$ cat src/rtl/grad_step_update.sv
// grad_step_update: collects gradient vectors, applies saturated fixed-point descent steps and writes coefficients back; GRAD_CLIP_EN enables gradient clamping.
module grad_step_update #(
  parameter int NUM_COEF = 10,
  parameter int DATA_WIDTH = 32,
  parameter int FRAC_BITS = 16,
  parameter logic signed [DATA_WIDTH-1:0] CLIP_MAX = 32'h0004_0000
) (
  input  logic                         clk,
  input  logic                         rst,
  input  logic                         start,
  input  logic [15:0]                  max_iter,
  input  logic signed [DATA_WIDTH-1:0] step,
  input  logic                         init_we,
  input  logic [3:0]                   init_addr,
  input  logic [DATA_WIDTH-1:0]        init_data,
  input  logic                         grad_valid,
  input  logic signed [DATA_WIDTH-1:0] grad_data,
  input  logic                         grad_last,
  input  logic                         objf_valid,
  input  logic [DATA_WIDTH-1:0]        objf_data,
  output logic                         coef_we,
  output logic [5:0]                   coef_addr,
  output logic [DATA_WIDTH-1:0]        coef_data,
  output logic                         op_objfunc,
  output logic                         busy,
  output logic                         done,
  output logic [15:0]                  iter_cnt,
  output logic [DATA_WIDTH-1:0]        f_last,
  output logic                         err_overrun
);
  localparam int DW = DATA_WIDTH;
  localparam int IW = $clog2(NUM_COEF + 1);
  localparam logic signed [DW-1:0] SMAX = {1'b0, {(DW-1){1'b1}}};
  localparam logic signed [DW-1:0] SMIN = {1'b1, {(DW-1){1'b0}}};
  typedef enum logic [2:0] {IDLE, WRITE, KICK, WAIT_GRAD, UPDATE, DONE} state_t;
  state_t state, state_nx;
  logic [IW-1:0] idx, k;
  logic signed [DW-1:0] coef [NUM_COEF];
  logic signed [DW-1:0] gbuf [NUM_COEF];
  logic signed [DW-1:0] step_r, g_in, new_coef;
  logic [15:0] max_iter_r;
  logic signed [2*DW-1:0] prod, delta;
  logic signed [2*DW:0] diff;
  logic last_idx;
  assign busy = state != IDLE;
  assign last_idx = idx == IW'(NUM_COEF - 1);
`ifdef GRAD_CLIP_EN
  assign g_in = grad_data > CLIP_MAX ? CLIP_MAX : grad_data < -CLIP_MAX ? -CLIP_MAX : grad_data;
`else
  assign g_in = grad_data;
`endif
  assign prod = step_r * gbuf[idx];
  assign delta = prod >>> FRAC_BITS;
  assign diff = (2*DW+1)'(coef[idx]) - (2*DW+1)'(delta);
  assign new_coef = diff > (2*DW+1)'(SMAX) ? SMAX : diff < (2*DW+1)'(SMIN) ? SMIN : diff[DW-1:0];
  always_comb begin
    state_nx = state;
    case (state)
      IDLE:      state_nx = start ? WRITE : IDLE;
      WRITE:     state_nx = last_idx ? (iter_cnt < max_iter_r ? KICK : DONE) : WRITE;
      KICK:      state_nx = WAIT_GRAD;
      WAIT_GRAD: state_nx = grad_valid && grad_last ? UPDATE : WAIT_GRAD;
      UPDATE:    state_nx = last_idx ? WRITE : UPDATE;
      default:   state_nx = IDLE;
    endcase
  end
  always_ff @(posedge clk) begin
    if (rst) begin
      state <= IDLE;
      idx <= '0;
      k <= '0;
      for (int i = 0; i < NUM_COEF; i++) begin
        coef[i] <= '0;
        gbuf[i] <= '0;
      end
      step_r <= '0;
      max_iter_r <= '0;
      coef_we <= 1'b0;
      coef_addr <= '0;
      coef_data <= '0;
      op_objfunc <= 1'b0;
      done <= 1'b0;
      iter_cnt <= '0;
      f_last <= '0;
      err_overrun <= 1'b0;
    end else begin
      state <= state_nx;
      idx <= state == state_nx && (state == WRITE || state == UPDATE) ? idx + 1'b1 : '0;
      coef_we <= state == WRITE;
      coef_addr <= 6'(idx);
      coef_data <= coef[idx];
      op_objfunc <= state == KICK;
      done <= state == DONE;
      if (objf_valid) f_last <= objf_data;
      if (state == IDLE) begin
        if (init_we && 32'(init_addr) < NUM_COEF) coef[init_addr] <= init_data;
        if (start) begin
          step_r <= step;
          max_iter_r <= max_iter;
          iter_cnt <= '0;
        end
      end
      if (state == KICK) begin
        for (int i = 0; i < NUM_COEF; i++) gbuf[i] <= '0;
        k <= '0;
      end
      if (state == WAIT_GRAD && grad_valid) begin
        if (32'(k) < NUM_COEF) begin
          gbuf[k] <= g_in;
          k <= k + 1'b1;
        end else err_overrun <= 1'b1;
      end
      if (state == UPDATE) begin
        coef[idx] <= new_coef;
        if (last_idx) iter_cnt <= iter_cnt + 1'b1;
      end
    end
  end
endmodule

$ cat config.mk
export PLATFORM = sky130hd
export DESIGN_NAME = grad_step_update
export DESIGN_NICKNAME = d
export VERILOG_FILES = /design/src/rtl/grad_step_update.sv
export SDC_FILE = /design/constraint.sdc
export NUM_CORES = 2
export LEC_CHECK = 0
export CAP_MARGIN = 0
export CORE_ASPECT_RATIO = 1.2
export CORE_MARGIN = 2
export CORE_UTILIZATION = 55
export CTS_BUF_LIST = sky130_fd_sc_hd__clkbuf_2 sky130_fd_sc_hd__clkbuf_4 sky130_fd_sc_hd__clkbuf_8
export DETAILED_ROUTE_END_ITERATION = 10
export GPL_ROUTABILITY_DRIVEN = 0
export PLACE_DENSITY_LB_ADDON = 0.05
export SLEW_MARGIN = 20
export SYNTH_ARGS = -nofsm -noshare
export SYNTH_HDL_FRONTEND = slang
export SYNTH_SLANG_ARGS = --single-unit
$ cat constraint.sdc
create_clock -name clk -period 12.4 [get_ports clk]
set_input_delay 2.48 -clock clk [delete_from_list [all_inputs] [get_ports clk]]
set_output_delay 2.48 -clock clk [all_outputs]
set_load 0.02 [all_outputs]
# Yosys cells after proc, flatten, opt, wreduce, memory -nomap -nowiden
# Memory sizes are Yosys's and may differ from the RTL's. A register that Yosys moved wholly into a read port is not among the register bits.
# Cells that the tools add are included.
totals:
  regBits: 149
  mem_bits_rw: 640
  mem_count: 2
mem_list:
  columns: ["memory", "depth", "word_bits", "rd", "rd_ports_with_merged_regs", "wr", "line", "rtl"]
  rows:
  - ["coef", 10, 32, 1, 1, 10, "38", "logic signed [DW-1:0] coef [NUM_COEF];"]
  - ["gbuf", 10, 32, 1, 1, 10, "39", "logic signed [DW-1:0] gbuf [NUM_COEF];"]
op_classes:
  addsub: 4
  multipliers: 1
  order_cmp: 5
  n_eq_ne: 7
  mux: 52
  bitwise: 12
  reduce_logical: 13
op_table:
  columns: ["operator", "n"]
  rows:
  - ["32-bit two-way mux", 15]
  - ["32-bit OR reduction", 3]
  - ["32-bit by 32-bit multiplier with 64-bit output", 1]
  - ["16-bit two-way mux", 4]
  - ["49-bit by 32-bit greater-than comparator with 1-bit output (second input constant)", 1]
  - ["49-bit by 32-bit < comparator with 1-bit output (second input constant)", 1]
  - ["32-bit by 48-bit subtractor with 49-bit output", 1]
  - ["4-bit two-way mux", 8]
  - ["1-bit two-way mux", 20]
  - ["16-bit by 1-bit adder with 16-bit output (second input constant)", 1]
  - ["16-bit < comparator", 1]
  - ["3-bit one-hot mux with 5 select lines", 1]
  - ["3-bit two-way mux", 4]
  - ["1-bit bitwise OR", 10]
  - ["4-bit by 1-bit adder with 4-bit output (second input constant)", 2]
  - ["4-bit < comparator (second input constant)", 2]
  - ["3-bit by 2-bit equality test with 1-bit output (second input constant)", 2]
  - ["3-bit equality test (second input constant)", 2]
  - ["4-bit equality test (second input constant)", 1]
  - ["1-bit logical AND", 4]
  - ["2-bit AND reduction", 2]
  - ["3-bit by 1-bit equality test with 1-bit output (second input constant)", 1]
  - ["3-bit equality test", 1]
  - ["3-bit zero test", 1]
  - ["4 further kinds", 5]

# Depth between registers and ports, before layout
logic_depth:
  depth_word: 9
  mapped_depth: 51

# Worst setup path before layout
# No wires, ideal clock.
synth_path:
  path_kind: "register to register"
  start: "reg idx[0]"
  end: "mem coef[10][0] in the netlist's numbering, data pin"
  setup_ns: 0.302
  arrival_ns: 12.349
  required_time_ns: 12.098
  path_slack_ns: -0.252
  stages_incl_launch_ff: 44
  path_buffers: 7
  synth_period_minus_slack_ns: 12.652
  cell_sequence: "dfxtp_1 clkbuf_1 buf_2 buf_2 buf_1 mux4_2 mux4_2 clkbuf_1 nand2_1 inv_1 fa_1 fa_1 fa_1 fa_1 inv_1 fa_1 inv_1 fa_1 [... 8 more ...] or3_1 nor2_1 o31ai_1 a21o_1 xnor2_1 ha_1 clkbuf_1 and3_1 nand2_1 or2_2 o22ai_1 a31oi_1 a21oi_1 xnor2_1 buf_2 nor3_1 a221oi_2 nand2_1"
synth_rtl:
  columns: ["item", "line", "rtl"]
  rows:
  - ["start, declared", "37", "logic [IW-1:0] idx, k;"]
  - ["start signal, assigned", "88", "idx <= state == state_nx && (state == WRITE || state == UPDATE) ? idx + 1'b1 : '0;"]
  - ["end, declared", "38", null]

==> results.toml <==
[global_route]
grt_util_all_layers = 0.319
grt_max_degree = 114
antenna_found_initial = 17
grt_pass1_wl_um = 391000
overflow = 0
grt_pass1_vias = 64663

[setup_path]
slowest_delay_ns = 0.64
end_kind = "flop"
reg2reg_to = "coef[0][19]"
reg2reg_slack_ns = 0.05
arrival_ns = 13.13
cp_max_fo = 11
ff2ff_path_depth = 46
critPathRequiredTime_ns = 13.18
startpoint_type = "flop"
r2r_start = "idx[0]"
critPathSlowestCell = "mux4_2"
critical_path_class = "flop to flop"
crit_top_cell = "fa_1"

[yosys]
synth_fa_ha_area_frac = 0.279
synthSimpleGateAreaFrac = 0.124
syn_inst = 7427
yosysSeqAreaShare = 0.379
synth_top_family_by_area = "adder cells"
netlist-cell-type-count = 87
async_reset_ff_frac = 0
yosys_warnings = 0
synth-xor-area-share = 0.0106
synth_edf_count = 1024
synth_flop_cell = "edfxtp_1"
avgSynthCellArea_um2 = 12.0
synth_mux_area_frac = 0.0844
synth_compound_area_frac = 0.0552
netlist_area_um2 = 88800
ys_ff_latch = 1171

[routing]
num_vias = 60374
ant_nets = 0
remaining_drc_errors = 0
vias_per_cell = 5.82
wire_per_inst_um = 24.8
drt_iter0_drc = 5536
drt-total-wl_um = 257000
drtPass1Iterations = 6

[sta]
timing.final.crit_share = 0.996
maxSlewViolCount = 0
fmax_mhz = 81.0
finalCriticalPeriod_ns = 12.35
rsz0062_at_grt = "yes"
relSlewSlack = 0.255
finalHoldViolations = 0
setup_viol = 0
tightest_slew_ns = 1.12
clock_skew_ns = 0.0702

[floorplan]
fp.dieH_um = 444
io_pins = 246
num_rows = 161
start_util = 0.554
die_w_um = 371
core_um2 = 160000
die-area_um2 = 165000

[status]
outcome = "finished clean"

[layout]
fin_nets = 9585
final_common_cell = "fa_1"
final_core_util = 0.642
fill_cells = 12647
mostFrequentLayoutCells = "fa_1, inv_1, edfxtp_1, nand2_1, and2_1"
drive_gt1_frac = 0.177
postLayoutCellArea_um2 = 103000
syn_to_final_growth_pct = 15.8
fin_cells = 10377

[clocking]
cts_tree = "done"
numClockSinks = 1171
clock_path_buffers = 3
h-tree-depth = 4
path_clk_slew_ns = 0.06
cts_buffers = 186
clk_latency_ns = 0.96
clock-root-buffer = "clkbuf_8"

[place]
dp_cells = 9969
port_buffers = 243
dpl_cell_area_um2 = 97000
hpwl_um = 181000

[job]
cap_violations = 0

[hold_path]
hold_path.class = "flop to flop"
hold_start = "max_iter_r[3]"
hold_depth = 2
min_to = "max_iter_r[3]"
==> metrics by stage <==
step | setup TNS [ns] | setup slack, ns | hold slack [ns]
2_1_floorplan | 0 | 0.0291 | 0.436
3_3_place_gp | -156.01 | -0.417 | 0.444
3_5_place_dp | -190.29 | -0.494 | 0.447
4_1_cts | -0.0106 | -0.0106 | 0.455
5_1_grt | -87.83 | -0.261 | 0.470
6_report | 0 | 0.0507 | 0.455
==> cells in the mapped netlist, types with 6 or more instances <==
cell         n  area share
fa_1      1082        0.24
inv_1     1059       0.045
edfxtp_1  1024        0.35
nand2_1    682       0.029
and2_1     612       0.043
a21oi_1    446       0.025
clkbuf_1   380       0.016
and3_1     349       0.025
mux4_2     309       0.078
ha_1       250       0.035
nor2_1     190      0.0080
dfxtp_1    147       0.033
o21ai_0     73      0.0041
xnor2_1     71      0.0070
a21o_1      70      0.0059
nor2b_1     60      0.0042
nor3_1      58      0.0033
mux2i_1     50      0.0056
nand3_1     47      0.0026
buf_1       46      0.0019
xor2_1      37      0.0036
nand2b_1    30      0.0021
a211oi_2    29      0.0041
buf_4       29      0.0025
nand4_1     28      0.0020
o21a_1      19      0.0016
a31oi_1     18      0.0013
buf_2       18      0.0010
or2_2       18      0.0013
a211oi_1    15      0.0013
o211ai_1    13      0.0011
o31ai_1     12      0.0010
buf_6       10      0.0013
a22oi_1      9     0.00076
and4_1       9     0.00089
nor4_1       8     0.00056
o21ai_1      8     0.00045
o21bai_1     8     0.00068
or3_1        7     0.00049
a211o_1      6     0.00059
==> kinds of logic after synthesis <==
family,Yosys count
AOI/OAI and AO/OA,792
xor gates and xnor gates,108
adders and majority gates,1332
buffers and inverters,1544
DFF,1171
muxes,362
other,1
and+or+nand+nor,2117
==> metal layers <==
| metal | part of all wire | GRT usage | up-vias |
|---|---|---|---|
| li1 | - | - | 26066 |
| met5 | 0.00021 | 0 | - |
| met2 | 0.47 | 0.510 | 2697 |
| met1 | 0.39 | 0.435 | 31078 |
| met4 | 0.036 | 0.110 | 8 |
| met3 | 0.095 | 0.0669 | 525 |
==> state kept, by name, summed over array words and instances, names as in the netlist <==
name	cells
coef	512
state	3
step_r	32
coef_we	1
done	1
idx	4
err_overrun	1
k	4
iter_cnt	16
op_objfunc	1
coef_addr	4
max_iter_r	16
gbuf	512
f_last	32
coef_data	32
==> worst max-delay path, delay by kind of cell (launching register included) <==
kind	cells	cell delay [ns]
buffers and inverters	12	1.51
flip-flops	1	0.44
AND/OR/NAND/NOR	4	0.89
AO/OA/AOI/OAI	17	3.34
multiplexers	2	1.26
XOR/XNOR	1	0.15
adder cells (fa/ha/maj)	10	4.53
==> worst max path at each step <==
stage                      start           end  slack, ns  cells after the start
final                     idx[0]   coef[0][19]       0.05                     46
after global routing      idx[0]  coef[15][11]      -0.26                     49
after CTS                 idx[0]   coef[5][24]      -0.01                     50
after detailed placement  idx[0]  coef[15][19]      -0.49                     47
after global placement    idx[0]  coef[12][19]      -0.42                     48
after floorplan           idx[0]   coef[10][2]       0.03                     44
==> repair_timing <==
| action | in CTS | in global routing |
|---|---|---|
| gates resized for setup | 74 | 143 |
| buffers inserted | 16 | 28 |
| cloned | 5 | 11 |
| setup endpoints to repair | 496 | 496 |
| hold buffers | 0 | 0 |
| pin swaps | 14 | 28 |
==> area by class of cell <==
class,count,area (um^2),share of cell area
inverters,1060,3980,0.0387
repair buffers,833,7840,0.0762
well taps,2119,2650,0.0258
diodes,4,10.0,0.0000973
flip-flops and latches,1171,33700,0.328
clock buffers,272,3310,0.0321
clock inverters,72,662,0.00643
multi-input cells,4846,50700,0.493
Power is left out: the tool's default activity adds up to more than one toggle a clock period on the data nets, which glitch-free logic cannot reach.
